==> src/rtl/pipeline_ctrl.sv <==
// Stall/flush sequencer for the 5-stage rv32i pipeline: memory handshakes, load-use bubbles, redirect kills.
// Optional performance counters are built only when PIPE_PERF_EN is defined.
module pipeline_ctrl #(
  parameter int CNT_W = 32
) (
  input  logic             clk,
  input  logic             rst,
  input  logic             imem_resp,
  input  logic             dmem_resp,
  input  logic             ex_mem_read,
  input  logic             ex_mem_write,
  input  logic             id_ex_mem_read,
  input  logic [4:0]       id_ex_rd,
  input  logic [4:0]       if_id_rs1,
  input  logic [4:0]       if_id_rs2,
  input  logic             if_id_use_rs1,
  input  logic             if_id_use_rs2,
  input  logic             br_taken,
  output logic             imem_read,
  output logic             dmem_read,
  output logic             dmem_write,
  output logic             load_pc,
  output logic             load_if_id,
  output logic             load_id_ex,
  output logic             load_ex_mem,
  output logic             load_mem_wb,
  output logic             flush_if_id,
  output logic             bubble_id_ex,
  output logic             pc_redirect,
  output logic [CNT_W-1:0] stall_cycles,
  output logic [CNT_W-1:0] hazard_bubbles
);

  typedef enum logic {ST_RUN, ST_WAIT} state_t;

  state_t r_state;
  logic   r_imem_done;
  logic   r_dmem_done;

  logic w_dmem_req;
  logic w_i_ok;
  logic w_d_ok;
  logic w_adv;
  logic w_hazard;

  // w_adv stays free of rst so that rst only ever acts as an asynchronous clear on the flops;
  // the externally visible outputs are masked by rst separately.
  assign w_dmem_req = ex_mem_read | ex_mem_write;
  assign w_i_ok     = r_imem_done | imem_resp;
  assign w_d_ok     = ~w_dmem_req | r_dmem_done | dmem_resp;
  assign w_adv      = w_i_ok & w_d_ok;
  assign w_hazard   = id_ex_mem_read & (id_ex_rd != 5'd0) &
                      ((if_id_use_rs1 & (if_id_rs1 == id_ex_rd)) |
                       (if_id_use_rs2 & (if_id_rs2 == id_ex_rd)));

  assign imem_read  = ~rst & ~r_imem_done;
  assign dmem_read  = ~rst & ex_mem_read  & ~r_dmem_done;
  assign dmem_write = ~rst & ex_mem_write & ~r_dmem_done;

  always_comb begin
    load_pc      = 1'b0;
    load_if_id   = 1'b0;
    load_id_ex   = 1'b0;
    load_ex_mem  = 1'b0;
    load_mem_wb  = 1'b0;
    flush_if_id  = 1'b0;
    bubble_id_ex = 1'b0;
    pc_redirect  = 1'b0;
    if (!rst && w_adv) begin
      load_id_ex  = 1'b1;
      load_ex_mem = 1'b1;
      load_mem_wb = 1'b1;
      if (br_taken) begin
        load_pc      = 1'b1;
        load_if_id   = 1'b1;
        flush_if_id  = 1'b1;
        bubble_id_ex = 1'b1;
        pc_redirect  = 1'b1;
      end else if (w_hazard) begin
        // PC and IF/ID hold so the younger instruction is re-presented after the bubble.
        bubble_id_ex = 1'b1;
      end else begin
        load_pc    = 1'b1;
        load_if_id = 1'b1;
      end
    end
  end

  // Responses landing in an advance cycle are consumed directly, so flags only latch while stalled.
  always_ff @(posedge clk or posedge rst) begin
    if (rst) begin
      r_state     <= ST_RUN;
      r_imem_done <= 1'b0;
      r_dmem_done <= 1'b0;
    end else begin
      if (w_adv) begin
        r_imem_done <= 1'b0;
        r_dmem_done <= 1'b0;
      end else begin
        r_imem_done <= r_imem_done | imem_resp;
        r_dmem_done <= r_dmem_done | dmem_resp;
      end
      case (r_state)
        ST_RUN:  if (!w_adv) r_state <= ST_WAIT;
        ST_WAIT: if (w_adv)  r_state <= ST_RUN;
        default: r_state <= ST_RUN;
      endcase
    end
  end

`ifdef PIPE_PERF_EN
  logic [CNT_W-1:0] r_stall_cycles;
  logic [CNT_W-1:0] r_hazard_bubbles;

  always_ff @(posedge clk or posedge rst) begin
    if (rst) begin
      r_stall_cycles   <= '0;
      r_hazard_bubbles <= '0;
    end else begin
      if (!w_adv)
        r_stall_cycles <= r_stall_cycles + 1'b1;
      if (w_adv && !br_taken && w_hazard)
        r_hazard_bubbles <= r_hazard_bubbles + 1'b1;
    end
  end

  assign stall_cycles   = r_stall_cycles;
  assign hazard_bubbles = r_hazard_bubbles;
`else
  assign stall_cycles   = '0;
  assign hazard_bubbles = '0;
`endif

endmodule

==> config.mk <==
export PLATFORM = sky130hd
export DESIGN_NAME = pipeline_ctrl
export DESIGN_NICKNAME = d
export VERILOG_FILES = /design/src/rtl/pipeline_ctrl.sv
export SDC_FILE = /design/constraint.sdc
export NUM_CORES = 1
export LEC_CHECK = 0
export BUFFER_PORTS_ARGS = -buffer_cell sky130_fd_sc_hd__buf_2
export CORE_MARGIN = 1.5
export CORE_UTILIZATION = 32
export DETAILED_ROUTE_END_ITERATION = 16
export GPL_ROUTABILITY_DRIVEN = 0
export GPL_TIMING_DRIVEN = 0
export PLACE_DENSITY = 0.8
export SYNTH_ARGS = -nofsm -noshare
export SYNTH_HDL_FRONTEND = slang
export SYNTH_SLANG_ARGS = --single-unit
export TNS_END_PERCENT = 100
==> constraint.sdc <==
create_clock -name clk -period 2.6 [get_ports clk]
set_clock_uncertainty 0.05 [all_clocks]
set_input_delay 0.65 -clock clk [delete_from_list [all_inputs] [get_ports clk]]
set_output_delay 0.65 -clock clk [all_outputs]
set_load 0.05 [all_outputs]
Word-level counts from Yosys, hierarchy flattened:

Index checks and enable logic that the tools add are counted.
W data, S select, Z words.

* equal/unequal tests: 2
* mux-type cells: 11
* bitwise gates (word level): 20
* reduce and logical (&&, ||, !) cells: 3

Operators with widths (count)
* $mux W1: 11
* $and A1 B1 Y1: 10
* $eq A5 B5 Y1: 2
* $or A1 B1 Y1: 6
* $reduce_bool A5 Y1: 1
* $not A1 Y1: 4
* $logic_and A1 B1 Y1: 1
* $logic_not A1 Y1: 1

* register bits: 2
* input bits: 25
* output and inout port bits: 75
* word-level logic and storage cells: 38

Longest topological paths before layout:

Gate-level depths: netlist (run 1).

* depth in word-level cells: 7
* depth in mapped cells: 5
* gate-level depth less buffers: 4

Worst setup path before layout (run 1):

OpenSTA, ideal clock, no wires.

* path type: input to output
* start: in ex_mem_read
* end: out bubble_id_ex
* data arrival time: 2.857 ns
* data required time: 1.900 ns
* setup slack: -0.957 ns
* cell stages on the path: 4
* path buffers: 0
* cell sequence: or2_1 -> a211oi_2 -> and2_1 -> o21bai_1

* longest elaborated chain between the ends: 7

Ends and longest elaborated chain
* start: declaration: RTL line 10 `input logic ex_mem_read,`
* $or A1 B1 Y1: RTL line 48 `assign w_dmem_req = ex_mem_read | ex_mem_write;`
* $not A1 Y1: RTL line 50 `assign w_d_ok = ~w_dmem_req | r_dmem_done | dmem_resp;`
* $or A1 B1 Y1 (2 in series): RTL line 50
* $and A1 B1 Y1: RTL line 51 `assign w_adv = w_i_ok & w_d_ok;`
* $logic_and A1 B1 Y1: RTL line 69 `if (!rst && w_adv) begin`
* $mux W1: RTL line 69
* end: declaration: RTL line 28 `output logic bubble_id_ex,`

Every way passes these cells.

Worst setup path in the final report (run 1):

* start: in id_ex_rd[3]
* end: out load_pc

* longest elaborated chain between the ends: 7
* elaborated cells between the ends (all ways): 11
* classes of those cells: eq/ne (2); mux (3); bitwise (5); reduce/logical (1)

Ends and longest elaborated chain
* start: declaration: RTL line 13 `input logic [4:0] id_ex_rd,`
* $eq A5 B5 Y1 (on tied branches): RTL line 53, 54
* $and A1 B1 Y1 (on tied branches): RTL line 53, 54
* $or A1 B1 Y1: RTL line 53 `((if_id_use_rs1 & (if_id_rs1 == id_ex_rd)) |`
* $and A1 B1 Y1 (*): RTL line 52 `assign w_hazard = id_ex_mem_read & (id_ex_rd != 5'd0) &`
* $mux W1 (*): RTL line 79 `end else if (w_hazard) begin`
* $mux W1 (*): RTL line 73 `if (br_taken) begin`
* $mux W1 (*): RTL line 69
* end: declaration: RTL line 22 `output logic load_pc,`

Every way passes the cells marked *; elsewhere a longest branch is shown, timed or not.

==> results of run 1 <==
-- flip-flops by register name (all words and copies together) (netlist names) --
register,count
r_dmem_done,1
r_imem_done,1
-- final cells by class --
| cell class | instances | share of cell area [%] |
|---|---|---|
| Sequential cell | 2 | 3.63 |
| Clock buffer | 3 | 1.63 |
| Multi-Input combinational cell | 94 | 37.4 |
| Inverter | 1 | 0.272 |
| Tap cell | 28 | 2.54 |
| Buffer | 68 | 37.6 |
| Timing Repair Buffer | 37 | 17.0 |
-- cells in the mapped netlist, drive strengths merged, types with 2 or more instances --
cell type  count  area [um^2]
buf           68          510
nor3b          2         15.0
xor2           8         70.1
and2           2         12.5
dfrtp          2         50.1
nor4           2         18.8
nor2           4         15.0
xnor2          2         17.5
-- cell usage in the layout, fill, tap and decap left out, drive strengths merged --
cell,count
clkbuf,3
o21ai,1
nor3,1
or2,1
conb,64
nand2,1
a211oi,1
xor2,8
o211ai,1
nor3b,2
and2,2
dfrtp,2
o21bai,1
nor4,2
nor2,4
a32oi,1
inv,1
o31a,1
or4,1
buf,105
xnor2,2
-- where the power goes --
group	internal (mW)	switching (mW)	total, mW
clock network	0.0508	0.0166	0.0674
registers	0.0336	0.00206	0.0357
logic	0.122	0.292	0.414
total	0.206	0.311	0.517
-- cell families after synthesis --
family	after synthesis	synth area share, %
and+or+nand+nor	14	10.6
DFF	2	6.34
other	1	0.475
AOI/OAI and AO/OA	6	6.34
xor gates and xnor gates	10	11.1
buffers and inverters	69	65.1
-- per-layer routing --
metal | part of all wire, % | GRT usage (%) | up-vias | wire (um)
li1 | - | - | 397 | -
met3 | 17 | 3.71 | 2 | 296
met1 | 30 | 7.97 | 304 | 522
met4 | 0.52 | 5.13 | 0 | 9
met5 | 0 | 0 | - | 0
met2 | 52 | 23.3 | 62 | 899
-- how the worst max path moves through the flow --
stage,cells after the start,end,slack (ns),start
final,7,load_pc,-0.13,id_ex_rd[3]
after global routing,7,load_pc,-0.19,id_ex_rd[4]
after CTS,7,load_pc,-0.12,if_id_rs2[2]
after detailed placement,7,load_pc,-0.23,id_ex_rd[4]
after global placement,7,load_pc,-0.21,id_ex_rd[0]
after floorplan,4,bubble_id_ex,-0.25,ex_mem_read
-- stage by stage --
stage / util, % / instance area (um^2) / setup slack [ns] / power (mW) / setup TNS [ns]
2_1_floorplan: - / 1070 / -0.253 / 0.392 / -0.675
3_3_place_gp: 56.1 / 1280 / -0.212 / 0.429 / -0.407
3_5_place_dp: 56.1 / 1280 / -0.225 / 0.430 / -0.483
4_1_cts: 60.0 / 1370 / -0.119 / 0.514 / -0.197
5_1_grt: 60.6 / 1380 / -0.193 / 0.541 / -0.358
6_report: 60.6 / 1380 / -0.131 / 0.517 / -0.222
-- worst max-delay path: cells and delay by family --
family	cells	cell delay (ns)
simple gates	1	0.36
buf+inv	3	0.39
xor+xnor	1	0.17
compound gates	2	0.47
-- repair_timing --
| item | CTS | global route |
|---|---|---|
| pin swaps | 6 | 8 |
| hold buffers | 0 | 0 |
| setup endpoints to repair | 4 | 5 |
| setup buffers | 2 | 0 |
| resized for setup | 12 | 3 |
==> summary.md, run 1 <==
| Metric | Value |
|---|---|
| Outcome | `finished, violations left` |
| Failing checks | `setup timing` |
| CTS tree | `done` |
| Count of unique library cells instantiated by Yosys | `22` |
| First-pass DRT Iterations | `4` |
| Layout cells sized above 1 | `57.1%` |
| Clock Path Buffers | `2` |
| Area taken by multi-input logic gates | `515 um^2` |
| Residual DRC | `0` |
| Post-route ant nets | `0` |
| # IOs | `100` |
| Ys Warns | `0` |
| Die area | `0.00277 mm^2` |
| Critical path required time | `1.90 ns` |
| Leak | `0.885 nW` |
| Fin. Hold Viols | `0` |
| Max cap viols | `0` |
| Critical-path cell list | `buf_2, xor2_1, nor4_2, a32oi_2, o31a_4, buf_8, buf_8` |
| Seq/Total Area, Yosys | `6.34%` |
| CTS Root Buffer Type | `clkbuf_4` |
| Fin crit period | `2.73 ns` |
| Worst reg-to-reg path cell count | `3` |
| Port buffer count | `35` |
| WHS | `0.279 ns` |
| Worst-Skew Late Latency | `0.22 ns` |
| Via count | `765` |
| FMAX | `366 MHz` |
| Die X | `52.7 um` |
| Max Slew Vio Count | `0` |
| Number of DRC markers in iteration 0 | `3` |
| DP Cell Count | `228` |
| Die Y | `52.7 um` |
| Flops & latches, synth | `2` |
| Final Cycle Share | `105%` |
| Vias in the first global route | `557` |
| Starting density of the core | `34.7%` |
| Cells after Synth | `102` |
| CP max stage delay | `0.36 ns` |
| CP Launch Type | `input port` |
| Num CTS Buffers | `3` |
| Top_reg_cell synth | `dfrtp_1` |
| Post-synth EDFFs | `0` |
| Most Frequent Cell on Critical Path | `buf_8` |
| PwrDens | `375 mW/mm^2` |
| FFs w/ async S/R, synth | `100%` |
| Core area | `0.00228 mm^2` |
| Wirelength per Cell | `7.41 um` |
| Clk sink count | `2` |
| CP max FO | `3` |
| # fillers | `208` |
| Peak supply drop | `0.278 mV` |
| Worst min path class | `in2async` |
| RSZ-0062 raised after global routing | `yes` |
| Vias per cell | `3.28` |
| Mapped Avg Cell Area | `7.74 um^2` |
| Area Growth Syn to Fin | `74.6%` |
| Crit. End Element | `primary output` |
| Setup slack, reg-to-reg | `1.62 ns` |
| Dpl hpwl | `1490 um` |
| Total wire length | `1730 um` |
| Non-Filler Instances | `233` |
| # rows | `17` |
| Setup CP Type | `in2out` |
| R2r startpoint | `r_dmem_done` |
| Grt total ovfl | `0` |
| Setup violators final | `2` |
| Crit path DAT | `2.03 ns` |
| Clock transition at path regs | `0.03 ns` |
| Initial antenna violation count | `0` |
| Register area | `50.0 um^2` |
| Post-layout net count | `232` |
| # H-tree levels | `1` |
| First-pass GRT wire length | `2210 um` |
| Post-Synthesis Cell Area | `790 um^2` |
| Ant. Diodes | `0` |
| Worst path slowest cell | `nor4_2` |
| Final worst slack | `-0.131 ns` |
| Largest net degree at the start of global routing | `6` |
| Total GRT Usage | `10.8%` |
| R2r endpoint | `r_imem_done` |
No activity file was read; power rests on OpenSTA's default activity.
==> inputs of run 2 (changes only) <==
--- a/config.mk
+++ b/config.mk
@@ -7,11 +7,11 @@
 export LEC_CHECK = 0
 export BUFFER_PORTS_ARGS = -buffer_cell sky130_fd_sc_hd__buf_2
 export CORE_MARGIN = 1.5
-export CORE_UTILIZATION = 32
+export CORE_UTILIZATION = 35
 export DETAILED_ROUTE_END_ITERATION = 16
 export GPL_ROUTABILITY_DRIVEN = 0
 export GPL_TIMING_DRIVEN = 0
-export PLACE_DENSITY = 0.8
+export PLACE_DENSITY = 0.87
 export SYNTH_ARGS = -nofsm -noshare
 export SYNTH_HDL_FRONTEND = slang
 export SYNTH_SLANG_ARGS = --single-unit
==> constraint.sdc (replaced) <==
create_clock -name clk -period 3.2 [get_ports clk]
set_clock_uncertainty 0.05 [all_clocks]
set_input_delay 0.8 -clock clk [delete_from_list [all_inputs] [get_ports clk]]
set_output_delay 0.8 -clock clk [all_outputs]
set_load 0.05 [all_outputs]
==> summary.md, run 2 (synthesis results as in run 1) <==
| Metric | Value |
|---|---|
| Outcome | `finished, final reports clean` |
| CP max FO | `3` |
| Post-layout net count | `230` |
| Hold depth | `1` |
| Die area | `0.00255 mm^2` |
| Int Pwr | `0.157 mW` |
| Setup CP Type | `in2out` |
| Die Y | `50.5 um` |
| Critical path required time | `2.35 ns` |
| Non-Filler Instances | `231` |
| NetSw | `0.250 mW` |
| Initial antenna violation count | `0` |
| Grt total ovfl | `0` |
| Layout cells sized above 1 | `54.7%` |
| Crit path DAT | `2.21 ns` |
| First-pass GRT wire length | `2270 um` |
| DP Cell Count | `228` |
| Worst-Skew Late Latency | `0.23 ns` |
| Core area | `0.00217 mm^2` |
| Ant. Diodes | `0` |
| Worst min path class | `reg2reg` |
| Clk sink count | `2` |
| Clock power share | `14.0%` |
| Top Registers | `r_dmem_done (1), r_imem_done (1)` |
| Sw frac | `61.4%` |
| Num CTS Buffers | `3` |
| WHS | `0.413 ns` |
| Post-route ant nets | `0` |
| FMAX | `327 MHz` |
| Port buffer count | `35` |
| CTS resizes | `0` |
| Vias per cell | `3.24` |
| Clock Path Buffers | `2` |
| # IOs | `100` |
| # H-tree levels | `1` |
| Fin crit period | `3.06 ns` |
| Setup violators final | `0` |
| Wirelength per Cell | `7.05 um` |
| Residual DRC | `0` |
| First-pass DRT Iterations | `4` |
| Final worst slack | `0.139 ns` |
| Total Power | `0.406 mW` |
| Peak supply drop | `0.277 mV` |
| Starting density of the core | `36.4%` |
| Max Slew Vio Count | `0` |
| Most frequent cells in the layout | `buf_4 (68), conb_1 (64), buf_2 (35)` |
| Final Cycle Share | `95.7%` |
| Largest net degree at the start of global routing | `7` |
| Vias in the first global route | `576` |
| Die X | `50.5 um` |
| Clock transition at path regs | `0.03 ns` |
| Post-layout instance area | `0.00128 mm^2` |
| RSZ-0062 raised after global routing | `no` |
| # rows | `17` |
| Total wire length | `1630 um` |
| Total GRT Usage | `11.7%` |
| Post-CTS setup buffers | `0` |
| Pre-CTS WS | `0.121 ns` |
| CTS Root Buffer Type | `clkbuf_4` |
| Gate power share | `78.9%` |
| # fillers | `219` |
| Leak | `0.854 nW` |
| Crit. End Element | `primary output` |
| Area post-placement | `0.00126 mm^2` |
| Max cap viols | `0` |
| Worst reg-to-reg path cell count | `3` |
| CTS tree | `done` |
| Core Util, Final | `59.1%` |
| Via count | `748` |
| Seq pwr share | `7.1%` |
| Number of DRC markers in iteration 0 | `9` |
| Setup_tns | `0 ns` |
| PwrDens | `317 mW/mm^2` |
| Fin. Hold Viols | `0` |
| Dpl hpwl | `1480 um` |
| Most common cell after layout, fill and taps aside | `buf_4` |
| Hold buffers post-CTS | `0` |
| CP Launch Type | `input port` |
| Area Growth Syn to Fin | `62.3%` |
[run 2: cell types whose count changed in the layout (fill, tap and decap cells not counted), moves of 3 or more]
cell,delta
buf_8,-3
buf_6,-3
buf_4,-3
buf_2,+7
[run 2: worst paths after layout]
path | slack, ns | endpoint | start
min in group asynchronous | 0.42 | r_dmem_done | rst
worst max register to register | 2.23 | r_imem_done | r_dmem_done
worst min-delay path | 0.41 | r_dmem_done | r_imem_done
worst max-delay path | 0.14 | load_pc | id_ex_rd[4]
max in group asynchronous | 2.57 | r_imem_done | rst
worst min register to register | 0.41 | r_dmem_done | r_imem_done
[run 2: layout make-up]
cell class                 count  area [um^2]  share of cell area [%]
sequential                     2         50.0                    3.91
multi-input combinational     94          484                    37.8
timing repair buffer          35          175                    13.7
clock buffer                   3         22.5                    1.76
inverter                       1         3.75                   0.293
tap                           28         35.0                    2.73
buffer                        68          510                    39.8
[run 2: metal layers]
| metal | track usage (%) | up-vias | part of all wire, % |
|---|---|---|---|
| met3 | 5.06 | 2 | 19 |
| met4 | 6.76 | 0 | 0.61 |
| met1 | 10.3 | 292 | 29 |
| met2 | 21.7 | 60 | 52 |
| met5 | 0 | - | 0 |
| li1 | - | 394 | - |
[run 2: power by group through the flow]
stage	logic (mW)	clock network [mW]	registers, mW
3_3_place_gp	0.316	0	0.0292
4_1_cts	0.317	0.0625	0.0289
2_1_floorplan	0.286	0	0.0287
5_1_grt	0.334	0.0638	0.0293
6_report	0.320	0.0569	0.0290
3_5_place_dp	0.317	0	0.0292
[run 2: critical path, stage by stage]
cell     delay [ns]
buf_2          0.12
xor2_1         0.17
nor4_2         0.27
a32oi_1        0.18
o31a_4         0.36
buf_4          0.12
buf_2          0.20
==> inputs of run 3 (changes only) <==
--- a/config.mk
+++ b/config.mk
@@ -8,6 +8,7 @@
 export BUFFER_PORTS_ARGS = -buffer_cell sky130_fd_sc_hd__buf_2
 export CORE_MARGIN = 1.5
 export CORE_UTILIZATION = 35
+export CTS_CLUSTER_SIZE = 25
 export DETAILED_ROUTE_END_ITERATION = 16
 export GPL_ROUTABILITY_DRIVEN = 0
 export GPL_TIMING_DRIVEN = 0
==> constraint.sdc (replaced) <==
create_clock -name clk -period 3.86 [get_ports clk]
set_clock_uncertainty 0.05 [all_clocks]
set_input_delay 0.965 -clock clk [delete_from_list [all_inputs] [get_ports clk]]
set_output_delay 0.965 -clock clk [all_outputs]
set_load 0.05 [all_outputs]
==> summary.md, run 3 (synthesis results as in run 1) <==
| Metric | Value |
|---|---|
| Grt total ovfl | `0` |
| R2r startpoint | `r_dmem_done` |
| WHS Endpoint | `r_dmem_done` |
| Die Y | `50.5 um` |
| Residual DRC | `0` |
| Starting density of the core | `36.4%` |
| CTS tree | `done` |
| Peak supply drop | `0.139 mV` |
| FMAX | `299 MHz` |
| Setup CP Type | `in2out` |
| Most frequent cells in the layout | `buf_4 (68), conb_1 (64), buf_2 (35)` |
| Post-route ant nets | `0` |
| Die X | `50.5 um` |
| Final Cycle Share | `86.7%` |
| # H-tree levels | `1` |
| Clock transition at path regs | `0.03 ns` |
| RSZ-0062 raised after global routing | `no` |
| # rows | `17` |
| Worst-Skew Late Latency | `0.22 ns` |
| Core Util, Final | `58.4%` |
| Worst reg-to-reg path cell count | `3` |
| Port buffer count | `35` |
| Clock Path Buffers | `2` |
| Hold depth | `1` |
| Fin crit period | `3.35 ns` |
| Initial antenna violation count | `0` |
| Via count | `716` |
| Clk sink count | `2` |
| WHS | `0.407 ns` |
| Critical path required time | `2.84 ns` |
| Setup_tns | `0 ns` |
| Leak | `0.843 nW` |
| Setup violators final | `0` |
| First-pass GRT wire length | `2090 um` |
| Hold Path Origin | `r_imem_done` |
| R2r endpoint | `r_imem_done` |
| Top Registers | `r_dmem_done (1), r_imem_done (1)` |
| Worst min path class | `reg2reg` |
| Layout cells sized above 1 | `53.7%` |
| Setup slack, reg-to-reg | `2.92 ns` |
| Outcome | `finished, final reports clean` |
| CP Launch Type | `input port` |
| Vias per cell | `3.10` |
| Vias in the first global route | `531` |
| Crit path DAT | `2.33 ns` |
| Num CTS Buffers | `3` |
| Largest net degree at the start of global routing | `7` |
| Post-CTS setup buffers | `0` |
| Core area | `0.00217 mm^2` |
| Post-layout net count | `230` |
| First-pass DRT Iterations | `2` |
| Fin. Hold Viols | `0` |
| Total Power | `0.333 mW` |
| Crit. End Element | `primary output` |
| Most common cell after layout, fill and taps aside | `buf_4` |
| Max cap viols | `0` |
| CTS resizes | `0` |
| Wirelength per Cell | `6.43 um` |
| Hold buffers post-CTS | `0` |
| CTS Root Buffer Type | `clkbuf_4` |
| CP max FO | `3` |
| Number of DRC markers in iteration 0 | `2` |
| Total GRT Usage | `10.9%` |
| Die area | `0.00255 mm^2` |
| Area Growth Syn to Fin | `60.5%` |
| Max Slew Vio Count | `0` |
| PwrDens | `262 mW/mm^2` |
| # IOs | `100` |
| Total wire length | `1490 um` |
| Dpl hpwl | `1430 um` |
| Ant. Diodes | `0` |
run 3: cell types whose count changed in the layout (fill, tap and decap cells not counted):
cell / before / now
o31a_4: 1 / 0
and2_4: 1 / 0
o21bai_2: 1 / 0
o31a_1: 0 / 1
o21bai_1: 0 / 1
and2_2: 0 / 1
run 3: metal layers:
| layer | share of wire (%) | vias to the layer above | GRT usage [%] |
|---|---|---|---|
| met5 | 0 | - | 0 |
| met4 | 1.3 | 0 | 8.11 |
| met3 | 12 | 2 | 3.27 |
| met2 | 55 | 48 | 20.6 |
| met1 | 31 | 272 | 9.60 |
| li1 | - | 394 | - |
run 3: area by class of cell:
| cell class | count | area (um^2) |
|---|---|---|
| plain buffers | 68 | 510 |
| clock buffers | 3 | 22.5 |
| fillers | 214 | 902 |
| inverters | 1 | 3.75 |
| multi-input cells | 94 | 470 |
| flip-flops and latches | 2 | 50.0 |
| well taps | 28 | 35.0 |
| repair buffers | 35 | 175 |
run 3: how the worst max path moves through the flow:
stage                     start            to  slack [ns]  cells after the start
finish              id_ex_rd[3]       load_pc        0.51                      7
global route        id_ex_rd[4]       load_pc        0.45                      7
CTS                 id_ex_rd[3]       load_pc        0.50                      7
detailed placement  id_ex_rd[3]       load_pc        0.51                      7
global placement    id_ex_rd[3]       load_pc        0.51                      7
floorplan           ex_mem_read  bubble_id_ex        0.03                      4
run 3: metrics by stage:
| stage | cell area (um^2) | setup slack, ns | cells |
|---|---|---|---|
| after floorplan | 1030 | 0.0262 | 165 |
| final | 1270 | 0.514 | 231 |
| after CTS | 1270 | 0.500 | 231 |
| after detailed placement | 1240 | 0.507 | 228 |
| after global routing | 1270 | 0.453 | 231 |
| after global placement | 1240 | 0.514 | 228 |
run 3: worst max-delay path, stage by stage:
cell and delay, ns:
buf_2 0.12, xor2_1 0.16, nor4_1 0.32, a32oi_1 0.13, o31a_1 0.31, buf_4 0.13, buf_2 0.20
run 3: report_power, final:
| group | leakage, nW | internal [mW] | total [mW] | switching (mW) |
|---|---|---|---|---|
| Combinational | 0.803 | 0.0717 | 0.263 | 0.191 |
| Clock | 0.0138 | 0.0343 | 0.0460 | 0.0118 |
| Sequential | 0.0261 | 0.0227 | 0.0238 | 0.00110 |
| Total | 0.843 | 0.129 | 0.333 | 0.204 |
